## src/rtl/data_memory_pipe.sv

```systemverilog
// ============================================================================
// data_memory_pipe : pipelined MEM-stage data memory with byte/half/word
//                    access, post-reset init sweep and RD_LAT response pipe.
// Optional feature macro: DMEM_BOUNDS_CHECK_EN (flag addresses >= DEPTH*4).
// Revision: 1.0
// ============================================================================
`default_nettype none

module data_memory_pipe #(
    parameter int ADDR_W     = 32,
    parameter int DEPTH      = 128,
    parameter int RD_LAT     = 1,
    parameter int INIT_WORDS = 8
) (
    input  logic              clock_in,
    input  logic              reset,
    input  logic              req_valid,
    output logic              req_ready,
    input  logic              req_write,
    input  logic [1:0]        req_size,
    input  logic              req_signed,
    input  logic [ADDR_W-1:0] req_addr,
    input  logic [31:0]       req_wdata,
    output logic              rsp_valid,
    output logic [31:0]       rsp_rdata,
    output logic              rsp_err
);

    localparam int c_idx_w = $clog2(DEPTH);

    typedef enum logic [0:0] {
        ST_INIT = 1'b0,
        ST_RUN  = 1'b1
    } state_t;

    state_t               r_state;
    logic [c_idx_w-1:0]   r_sweep;
    logic [31:0]          r_mem [DEPTH];

    logic                 r_pv   [RD_LAT];
    logic [31:0]          r_prd  [RD_LAT];
    logic                 r_perr [RD_LAT];

    logic                 w_accept;
    logic [c_idx_w-1:0]   w_idx;
    logic [1:0]           w_off;
    logic                 w_misalign;
    logic                 w_oob;
    logic                 w_err;
    logic [3:0]           w_be;
    logic [31:0]          w_lanes;
    logic [31:0]          w_word;
    logic [31:0]          w_shift;
    logic [31:0]          w_load;
    logic [31:0]          w_rdata;

    assign w_accept = req_valid & req_ready;
    assign w_idx    = req_addr[c_idx_w+1:2];
    assign w_off    = req_addr[1:0];

`ifdef DMEM_BOUNDS_CHECK_EN
    assign w_oob = (req_addr >> (c_idx_w + 2)) != '0;
`else
    // Upper address bits are deliberately ignored so the space wraps.
    logic w_unused_addr;
    assign w_unused_addr = &{1'b0, req_addr[ADDR_W-1:c_idx_w+2]};
    assign w_oob         = 1'b0;
`endif

    // Store data is replicated across lanes so the byte enables pick the right copy.
    always_comb begin
        w_misalign = 1'b0;
        w_be       = 4'b0000;
        w_lanes    = req_wdata;
        case (req_size)
            2'b00: begin
                w_be    = 4'b0001 << w_off;
                w_lanes = {4{req_wdata[7:0]}};
            end
            2'b01: begin
                w_misalign = w_off[0];
                w_be       = 4'b0011 << w_off;
                w_lanes    = {2{req_wdata[15:0]}};
            end
            2'b10: begin
                w_misalign = (w_off != 2'b00);
                w_be       = 4'b1111;
            end
            default: w_misalign = 1'b1;
        endcase
    end

    assign w_err   = w_misalign | w_oob;
    assign w_word  = r_mem[w_idx];
    assign w_shift = w_word >> {w_off, 3'b000};

    always_comb begin
        w_load = w_word;
        case (req_size)
            2'b00:   w_load = req_signed ? {{24{w_shift[7]}}, w_shift[7:0]}
                                         : {24'h000000, w_shift[7:0]};
            2'b01:   w_load = req_signed ? {{16{w_shift[15]}}, w_shift[15:0]}
                                         : {16'h0000, w_shift[15:0]};
            default: w_load = w_word;
        endcase
    end

    assign w_rdata = (req_write | w_err) ? 32'h0 : w_load;

    always_ff @(posedge clock_in or posedge reset) begin
        if (reset) begin
            r_state   <= ST_INIT;
            r_sweep   <= '0;
            req_ready <= 1'b0;
        end else begin
            case (r_state)
                ST_INIT: begin
                    r_sweep <= r_sweep + 1'b1;
                    if (r_sweep == '1) begin
                        r_state   <= ST_RUN;
                        req_ready <= 1'b1;
                    end
                end
                default: req_ready <= 1'b1;
            endcase
        end
    end

    // Array has no reset; contents are rebuilt by the sweep instead.
    always_ff @(posedge clock_in) begin
        if (r_state == ST_INIT) begin
            r_mem[r_sweep] <= (32'(r_sweep) < INIT_WORDS) ? 32'(r_sweep) : 32'h0;
        end else if (w_accept && req_write && !w_err) begin
            for (int b = 0; b < 4; b++) begin
                if (w_be[b]) begin
                    r_mem[w_idx][8*b +: 8] <= w_lanes[8*b +: 8];
                end
            end
        end
    end

    always_ff @(posedge clock_in or posedge reset) begin
        if (reset) begin
            for (int k = 0; k < RD_LAT; k++) begin
                r_pv[k]   <= 1'b0;
                r_prd[k]  <= 32'h0;
                r_perr[k] <= 1'b0;
            end
        end else begin
            r_pv[0]   <= w_accept;
            r_prd[0]  <= w_accept ? w_rdata : 32'h0;
            r_perr[0] <= w_accept & w_err;
            for (int k = 1; k < RD_LAT; k++) begin
                r_pv[k]   <= r_pv[k-1];
                r_prd[k]  <= r_prd[k-1];
                r_perr[k] <= r_perr[k-1];
            end
        end
    end

    assign rsp_valid = r_pv[RD_LAT-1];
    assign rsp_rdata = r_prd[RD_LAT-1];
    assign rsp_err   = r_perr[RD_LAT-1];

endmodule

`default_nettype wire

```

## config.mk

```make
export PLATFORM = sky130hd
export DESIGN_NAME = data_memory_pipe
export DESIGN_NICKNAME = d
export VERILOG_FILES = /design/src/rtl/data_memory_pipe.sv
export SDC_FILE = /design/constraint.sdc
export NUM_CORES = 2
export LEC_CHECK = 0
export BUFFER_PORTS_ARGS = -buffer_cell sky130_fd_sc_hd__clkbuf_2
export CAP_MARGIN = 20
export CORE_MARGIN = 2
export CORE_UTILIZATION = 45
export DETAILED_ROUTE_END_ITERATION = 16
export PLACE_DENSITY = 0.58
export SYNTH_ARGS = -nofsm -noshare
export SYNTH_HDL_FRONTEND = slang
export SYNTH_SLANG_ARGS = --single-unit
```

## constraint.sdc

```tcl
create_clock -name clock_in -period 7.6 [get_ports clock_in]
set_input_delay 1.9 -clock clock_in [delete_from_list [all_inputs] [get_ports clock_in]]
set_output_delay 1.9 -clock clock_in [all_outputs]
set_load 0.005 [all_outputs]
```

==> results.py <==
metrics = {
    "run": {
        "drv_cap": 0,
    },
    "worst_setup_path": {
        "crit_top_cell": "buf_4",
        "crit_fanout": 26,
        "arrival_ps": 5920,
        "r2r_end": "r_mem[33][30]",
        "worst_setup_path_start_kind": "input pin",
        "crit_path_top_delay_cell": "nand2_2",
        "r2r-start": "req_ready",
        "reg2regPathDepth": 9,
        "reg2reg_slack_ps": 3360,
        "cp_num_buf_inv": 3,
        "critical_path.top_delay_family": "simple AND/OR/NAND/NOR gates",
        "max_stage_delay_ps": 760,
        "worstPathCellList": "clkbuf_2 -> a21oi_1 -> o211ai_1 -> buf_4 -> or2_4 -> o21ai_0 -> nand2_2 -> buf_4 -> nor2_1",
        "crit_type": "input pin to flip-flop",
        "crit_required_ps": 8150,
        "crit_path_end_kind": "flip-flop",
    },
    "clock_network": {
        "clk_pin_slew_ps": 60,
        "cts_tree": "built",
        "cts_setup_buffers": 0,
        "cts_made_buffers": 424,
        "clock_path_buffers": 4,
        "cts_resized": 0,
        "cts_num_sinks": 4139,
        "insertion_delay_ps": 980,
        "cts_root_buf": "clkbuf_16",
        "cts_max_level": 5,
        "hold_buffers": 0,
    },
    "grt": {
        "grt_usage": 0.229,
        "grt_max_degree": 129,
        "grt_pass1_wl_um": 594000,
        "grt_pass1_vias": 79300,
        "grt-ovfl-total": 0,
        "antenna_found_initial": 25,
    },
    "drt": {
        "ant_nets": 0,
        "via_count": 78400,
        "routed_via_density": 6.02,
        "wl_per_cell_um": 32.3,
        "wl_um": 421000,
        "drt_pass1_iterations": 6,
        "drt_iter0_markers": 9709,
        "drc_errors": 0,
    },
    "synth": {
        "ys_types": 59,
        "synth-edff-count": 4096,
        "yosysWarnings": 0,
        "ys_ff_latch": 4139,
        "avgSynthCellArea_um2": 21.5,
        "seq_area_frac_synth": 0.768,
        "syn-cell-area_um2": 162000,
        "async_flop_share": 0.0104,
        "synthCells": 7530,
        "synth_nets": 7602,
        "synthFlopType": "edfxtp_1",
    },
    "timing": {
        "finalHoldViolations": 0,
        "finalSetupViolCount": 0,
        "finalCriticalPeriod_ps": 5370,
        "min_period_over_period": 0.706,
        "rsz0062_at_grt": "no",
        "holdWs_ps": 499,
        "slew_violations": 0,
        "worst_pin_slew_ps": 1250,
        "maxSlewHeadroom": 0.163,
        "fin_setup_tns_ps": 0,
        "clock.fmax_ghz": 0.186,
        "finClkSkew_ps": 62.3,
    },
    "cells_and_area": {
        "area_growth_pct": 13.3,
        "final_cell_mix": "4096 x edfxtp_1, 1013 x mux4_2, 558 x nor2_1, 454 x mux2i_1, 430 x clkbuf_16",
        "final_area_um2": 183000,
        "nets": 7955,
        "drive_gt1_frac": 0.262,
        "final_common_cell": "edfxtp_1",
        "fin_util": 0.511,
    },
    "min_path": {
        "min_to": "req_ready",
        "hold_path_depth": 1,
        "hold_start": "req_ready",
        "worst_hold_path_type": "flip-flop to flip-flop",
    },
    "floorplan": {
        "core_um2": 358000,
        "io_pins": 106,
        "die_x_um": 603,
        "start_util": 0.451,
        "chipHeight_um": 603,
        "rows": 220,
        "dieArea_um2": 364000,
    },
    "pwr": {
        "power.leakage_nw": 47.7,
        "power_density_nw_per_um2": 253,
        "peakVddDrop_mv": 0.186,
    },
    "place": {
        "dpl.hpwl_um": 259000,
        "placed_area_um2": 169000,
        "gp_congestion": 0.839,
        "port_buffers": 82,
    },
    "run_status": {
        "status": "finished, final reports clean",
    },
}
logic make-up (layout without fill, tap and decap cells):
family,count (synthesis),count (layout),share of synthesized area
AOI/OAI and AO/OA,464,464,0.0209
xor gates and xnor gates,6,6,0.000325
adders and majority gates,1,1,0.0000774
buffers and inverters,488,1193,0.0136
DFF,4139,4139,0.768
muxes,1542,1542,0.175
other,0,14,0
and+or+nand+nor,890,890,0.0228
cell type report:
class	count	area [um2]
well taps	4773	5970
inverters	12	45.0
fillers	28200	175000
clock inverters	242	2410
multi-input cells	2903	35800
repair buffers	403	3660
diodes	14	35.0
flip-flops and latches	4139	124000
clock buffers	536	11200
layer usage:
| metal | GRT usage | wire length [um] | vias to the layer above |
|---|---|---|---|
| met2 | 0.369 | 203000 | 3188 |
| met4 | 0.0753 | 15200 | 4 |
| met1 | 0.319 | 170000 | 42400 |
| met3 | 0.0402 | 32300 | 652 |
| li1 | - | - | 32200 |
| met5 | 0 | 21 | - |
state kept, by name, indices dropped and copies added, names as in the netlist:
name       cells
r_mem       4096
rsp_rdata     32
r_sweep        7
r_state        1
req_ready      1
rsp_err        1
rsp_valid      1
stage by stage:
| step | power (W) | setup WS [ps] | cells |
|---|---|---|---|
| 5_1_grt | 0.0476 | 2060 | 13000 |
| 6_report | 0.0464 | 2230 | 13000 |
| 3_5_place_dp | 0.0263 | 1190 | 12200 |
| 2_1_floorplan | 0.0259 | -161 | 7530 |
| 4_1_cts | 0.0467 | 2250 | 13000 |
| 3_3_place_gp | 0.0263 | 1200 | 12200 |
power breakdown:
group | total, W | switching (W) | internal [W]
Clock | 0.0205 | 0.00873 | 0.0118
Combinational | 0.00115 | 0.000747 | 0.000405
Sequential | 0.0247 | 0 | 0.0247
Total | 0.0464 | 0.00948 | 0.0369
cells in the mapped netlist, types with 2 or more instances:
cell	number	area, um2
nor4_1	4	25.0
o41ai_1	7	61.3
nand2_1	129	484
o21ai_1	5	25.0
nor2b_1	14	87.6
inv_1	11	41.3
and2_1	11	68.8
a2111oi_0	7	61.3
mux4_2	1013	22800
o22a_1	28	245
buf_2	116	581
buf_1	63	236
a211oi_1	15	113
and3_1	2	12.5
a31oi_1	6	37.5
nand4_1	16	100
nand3b_1	6	45.0
o21a_1	3	22.5
o2111ai_1	28	245
o21ai_0	26	130
xnor2_1	5	43.8
nor2_1	580	2180
a32oi_1	2	17.5
mux2i_1	454	4540
nand2b_1	10	62.6
mux2_2	75	845
buf_6	3	33.8
nand3_1	93	465
or2_2	5	31.3
a22oi_1	203	1520
buf_4	48	360
a2111oi_2	8	120
nor3b_1	2	15.0
nor3_1	10	50.1
a21oi_1	63	315
edfxtp_1	4096	123000
clkbuf_1	244	916
or3_1	5	31.3
o211ai_1	26	195
dfrtp_1	43	1080
a21o_1	2	15.0
o22ai_1	23	144
o31ai_1	4	30.0
worst max path at each step:
stage | end | cells after the start | slack [ps] | from
6_report | r_mem[33][30] | 9 | 2230 | req_size[1]
5_1_grt | r_mem[36][17] | 9 | 2060 | req_size[1]
4_1_cts | rsp_rdata[31] | 10 | 2250 | req_addr[2]
2_1_floorplan | r_mem[0][12] | 8 | -160 | req_addr[1]
3_5_place_dp | rsp_rdata[31] | 10 | 1190 | req_addr[2]
3_3_place_gp | rsp_rdata[19] | 11 | 1200 | req_addr[2]
worst reg2reg max path, stage by stage (launching register included):
cell and delay (ps):
dfrtp_1 360, nand2_1 100, inv_1 100, o211ai_1 100
buf_4 220, or2_4 400, o21ai_0 650, nand2_2 760
buf_4 490, nor2_1 670
No activity file was read; power rests on OpenSTA's default activity.
